--- src/rtl/tdm_pkg.sv ---
// Shared types and constants for the TDM receive demultiplexer.
package tdm_pkg;

  localparam int unsigned TDM_WIDTH  = 8;
  localparam int unsigned TDM_SLOT_W = $clog2(TDM_WIDTH);

  typedef enum logic [0:0] {
    HUNT    = 1'b0,
    COLLECT = 1'b1
  } tdm_state_e;

  typedef logic [TDM_SLOT_W-1:0] tdm_slot_t;

endpackage

--- src/rtl/tdm_out_reg.sv ---
// One-entry valid/ready holding register for assembled words.
module tdm_out_reg #(
  parameter int unsigned WIDTH = 8
) (
  input  logic             clk,
  input  logic             rst_n,
  input  logic             load,
  input  logic [WIDTH-1:0] load_word,
  output logic [WIDTH-1:0] dout,
  output logic             dout_valid,
  input  logic             dout_ready,
  output logic             blocked
);

  // A load can only be taken when the entry is empty or draining this cycle.
  assign blocked = dout_valid && !dout_ready;

  // Hold register: load new word if room, otherwise drain on handshake.
  always_ff @(posedge clk or negedge rst_n) begin
    if (!rst_n) begin
      dout       <= '0;
      dout_valid <= 1'b0;
    end else if (load && !blocked) begin
      dout       <= load_word;
      dout_valid <= 1'b1;
    end else if (dout_valid && dout_ready) begin
      dout_valid <= 1'b0;
    end
  end

endmodule

--- src/rtl/tdm_demux8.sv ---
// TDM serial-to-parallel receiver: slot FSM, frame assembly, output register.
module tdm_demux8
  import tdm_pkg::*;
#(
  parameter int unsigned WIDTH = TDM_WIDTH
) (
  input  logic             clk,
  input  logic             rst_n,
  input  logic             sin_valid,
  input  logic             sin_data,
  input  logic             sin_sync,
  output logic [WIDTH-1:0] dout,
  output logic             dout_valid,
  input  logic             dout_ready,
  output logic             overrun,
  input  logic             clr_ovr,
  output logic             sync_err,
  output logic             locked
);

  localparam int unsigned SLOT_W = $clog2(WIDTH);
  localparam logic [SLOT_W-1:0] LAST_SLOT = SLOT_W'(WIDTH - 1);

  tdm_state_e        state_q, state_d;
  logic [SLOT_W-1:0] slot_q, slot_d;
  logic [WIDTH-1:0]  asm_q, asm_d;
  logic              sync_err_d;
  logic              overrun_d;
  logic              load;
  logic [WIDTH-1:0]  load_word;
  logic              blocked;

  // Slot FSM and assembly register state.
  always_ff @(posedge clk or negedge rst_n) begin
    if (!rst_n) begin
      state_q  <= HUNT;
      slot_q   <= '0;
      asm_q    <= '0;
      sync_err <= 1'b0;
      overrun  <= 1'b0;
    end else begin
      state_q  <= state_d;
      slot_q   <= slot_d;
      asm_q    <= asm_d;
      sync_err <= sync_err_d;
      overrun  <= overrun_d;
    end
  end

  // Next-state: hunt for sync, collect slots, emit completed frames.
  always_comb begin
    state_d    = state_q;
    slot_d     = slot_q;
    asm_d      = asm_q;
    sync_err_d = 1'b0;
    load       = 1'b0;
    load_word  = '0;
    if (sin_valid) begin
      unique case (state_q)
        HUNT: begin
          if (sin_sync) begin
            asm_d    = '0;
            asm_d[0] = sin_data;
            slot_d   = SLOT_W'(1);
            state_d  = COLLECT;
          end
        end
        COLLECT: begin
          if (sin_sync && (slot_q != '0)) begin
            // Misplaced sync restarts the frame with this bit as slot 0.
            sync_err_d = 1'b1;
            asm_d      = '0;
            asm_d[0]   = sin_data;
            slot_d     = SLOT_W'(1);
          end else begin
            asm_d[slot_q] = sin_data;
            slot_d        = slot_q + 1'b1;
            if (slot_q == LAST_SLOT) begin
              load      = 1'b1;
              load_word = {sin_data, asm_q[WIDTH-2:0]};
            end
          end
        end
        default: state_d = HUNT;
      endcase
    end
  end

  // Sticky overrun: a dropped frame outranks a simultaneous clear.
  always_comb begin
    overrun_d = overrun;
    if (load && blocked)
      overrun_d = 1'b1;
    else if (clr_ovr)
      overrun_d = 1'b0;
  end

  assign locked = (state_q == COLLECT);

  tdm_out_reg #(
    .WIDTH (WIDTH)
  ) u_out_reg (
    .clk        (clk),
    .rst_n      (rst_n),
    .load       (load),
    .load_word  (load_word),
    .dout       (dout),
    .dout_valid (dout_valid),
    .dout_ready (dout_ready),
    .blocked    (blocked)
  );

endmodule

--- config.mk ---
export PLATFORM = sky130hd
export DESIGN_NAME = tdm_demux8
export DESIGN_NICKNAME = d
export VERILOG_FILES = /design/src/rtl/tdm_pkg.sv /design/src/rtl/tdm_out_reg.sv /design/src/rtl/tdm_demux8.sv
export SDC_FILE = /design/constraint.sdc
export NUM_CORES = 1
export LEC_CHECK = 0
export CAP_MARGIN = 10
export CORE_MARGIN = 2
export CORE_UTILIZATION = 25
export CTS_BUF_LIST = sky130_fd_sc_hd__clkbuf_8 sky130_fd_sc_hd__clkbuf_16
export DETAILED_ROUTE_END_ITERATION = 8
export SKIP_LAST_GASP = 1
export SYNTH_ARGS = -nofsm -noshare
export SYNTH_HDL_FRONTEND = slang
export SYNTH_SLANG_ARGS = --single-unit
--- constraint.sdc ---
create_clock -name clk -period 1.9 [get_ports clk]
set_clock_uncertainty 0.1 [all_clocks]
set_input_delay 0.19 -clock clk [delete_from_list [all_inputs] [get_ports clk]]
set_output_delay 0.19 -clock clk [all_outputs]
set_load 0.005 [all_outputs]
==> results.md <==
- Outcome: finished, final reports clean
- Peak Freq: 0.553 GHz
- # rows: 23
- Area occupied by multi-input gates: 464 sq um
- Drt initial violations: 13
- Max-Slew Margin vs Limit: 0.629
- Via Count: 753
- DR vias/cell: about 4.6
- Post-cts resize count: 0
- Flops & latches, synth: 22
- Synth cell types: 28
- Hold-fix buffers, CTS: 0
- Clk root buf: clkbuf_8
- Top cell type by total area after synthesis: dfrtp_1
- Worst hold path class: input port to asynchronous set/reset pin
- P_int: ~1.2 mW
- # diodes: 0
- Net Switching: 457 uW
- Final #Nets: approximately 120
- Sequential share of power: 0.410
- Synth async-reset ratio: 1.00
- Synth top area share: 0.523
- Final worst path period need: 1.81 ns
- Logic pwr share: 0.324
- First-pass GRT wire length: approximately 3.7 mm
- Syn_area_per_cell: 12.7 sq um
- Num CTS Buffers: 3
- Worst EP required: 1.95 ns
- Synth Cell Area: 1050 sq um
- Dpl hpwl: roughly 1.6 mm
- Worst EP arrival: roughly 1.9 ns
- Clock sinks: 22
- Clock network fraction of total power: 0.266
- Number of global-route vias before repair: 783
- DIE AREA: between 4000 and 5000 sq um
- Largest net degree at the start of global routing: 23
- Layout area overhead: 35.3%
- Layout cells sized above 1: 0.223
- Die width: 68.9 um
- Clock Tree Buf Depth: 2
- Die H: 68.9 um
- Cell Area, Placed: approximately 1400 sq um
- Most frequent cell after synthesis: dfrtp_1
- Number of buffers inserted by post-CTS setup repair: 0
- Clock slew at reported path FFs: ~0.080 ns
- Max-cap viol count: 0
- WL final: 2.16 mm
- DRT antenna net count: 0
- CTS tree: yes
- Port Buf Inserts: 18
- Post-route cell area: roughly 1400 sq um
- Average routed wire per standard cell: between 10 and 15 um
- Synth warn: 0
- Final Hold Vio Count: 0
- Top cells by area, synth: dfrtp_1, mux2_4, mux2i_1
- Final worst-path cycle share: 0.951
- Crit path launch type: register
- Commonest cells post-synth: dfrtp_1, mux2_4, o21ai_0, mux2i_1, nand2_1
- Post-synth EDFFs: 0
- TNS Setup: 0 ns
- Seq/Total Area, Yosys: 0.523
- Post-Synthesis Net Count: 93
- Initial Util: 0.261
- Initial antenna violation count: 0
- Final setup viols: 0
- Sw Ratio: 0.279
- GRT overflow: 0
- Layout fillers: ~400
- Worst Setup End Kind: register
- Measured slew at the worst slew-check pin: around 0.55 ns
- Lkg Pwr: about 0.64 nW
- H-tree depth: 1
- FF+latch area: roughly 550 sq um
- CP max FO: 8
- PwrDens: approximately 1100 nW/um^2
- Slew Viols, Final: 0
- GP Congestion: 0.761
- I/O pin total: 19
- Gr usage total: 0.108
- Initial DRT Pass Iterations: 4
- Final Power: between 1.5 and 2 mW
- Ys flop type: dfrtp_1
- Post-synthesis cell count: between 80 and 90
- Drt drc: 0
- Max VDD drop: roughly 0.35 mV
- Crit path kind: register to register
- RSZ-0062 raised after global routing: no
- Later-pin clock latency in the skew report: approximately 0.27 ns
- Core footprint: around 4000 sq um
[worst max-delay path: stages (launching register included)]
cell and delay, ns:
dfrtp_1 0.43, ha_1 0.22, ha_1 0.17, and3_1 0.17, o211a_1 0.15, buf_12 0.15, mux2_4 0.29
[sequential cells by signal, indices dropped and copies added (netlist names)]
register              flops
u_out_reg.dout            8
asm_q                     7
slot_q                    3
locked                    1
overrun                   1
sync_err                  1
u_out_reg.dout_valid      1
[per-layer routing]
metal,share of wire,vias up,global-route usage
li1,-,361,-
met3,0.031,7,0.00974
met5,0,-,0
met1,0.42,366,0.130
met4,0.035,0,0.0735
met2,0.51,19,0.183
[metrics by stage]
| stage | setup slack, ns | std cells | utilization | hold slack (ns) |
|---|---|---|---|---|
| floorplan | 0.173 | 83 | - | -0.206 |
| global placement | 0.142 | 158 | 0.336 | 0.370 |
| detailed placement | 0.0949 | 158 | 0.336 | 0.387 |
| CTS | 0.0823 | 162 | 0.353 | 0.167 |
| global route | 0.0456 | 162 | 0.353 | 0.185 |
| finish | 0.0925 | 162 | 0.353 | 0.160 |
[kinds of logic (layout without fill, tap and decap cells)]
kind of cell	Yosys count	in the layout	synth area share
and+or+nand+nor	21	21	0.121
AOI/OAI and AO/OA	16	16	0.102
buffers and inverters	6	35	0.0357
muxes	15	15	0.182
adders and majority gates	3	3	0.0357
DFF	22	22	0.523
[final cells by class]
| type | instances | share of cell area |
|---|---|---|
| Clock buffer | 3 | 0.0290 |
| Inverter | 4 | 0.0105 |
| Tap cell | 50 | 0.0439 |
| Sequential cell | 22 | 0.387 |
| Clock inverter | 1 | 0.0211 |
| Multi-Input combinational cell | 55 | 0.326 |
| Timing Repair Buffer | 27 | 0.183 |
[cells in the final DEF, fill, tap and decap left out, types with 2 or more instances in the layout]
cell type / instances
and3_1: 2
buf_4: 8
clkbuf_8: 3
clkdlybuf4s50_1: 18
dfrtp_1: 22
ha_1: 3
inv_1: 4
mux2_4: 8
mux2i_1: 6
nand2_1: 5
nand2b_1: 2
nor2_1: 3
nor3_1: 2
o211ai_1: 2
o21ai_0: 7
[power by group through the flow]
stage | logic [mW] | clock network, mW | registers [mW]
finish | 0.531 | 0.435 | 0.671
global route | 0.588 | 0.475 | 0.689
CTS | 0.534 | 0.449 | 0.674
detailed placement | 0.530 | 0 | 0.682
global placement | 0.524 | 0 | 0.676
floorplan | 0.286 | 0 | 0.679
[worst paths after layout]
kind                                       start                                to  slack (ns)  cells past startpoint
hold reg to reg             asm_q[0]$_DFFE_PN0P_              asm_q[0]$_DFFE_PN0P_        0.40                      1
min in group clk                         clr_ovr               overrun$_DFFE_PN0P_        0.40                      2
hold / removal                             rst_n  u_out_reg.dout_valid$_DFFE_PN0P_        0.16                      2
max in group asynchronous                  rst_n     u_out_reg.dout[4]$_DFFE_PN0P_        1.32                      2
setup reg to reg           slot_q[0]$_DFFE_PN0P_     u_out_reg.dout[4]$_DFFE_PN0P_        0.09                      6
setup / recovery           slot_q[0]$_DFFE_PN0P_     u_out_reg.dout[4]$_DFFE_PN0P_        0.09                      6
No activity file was read; power rests on OpenSTA's default activity.
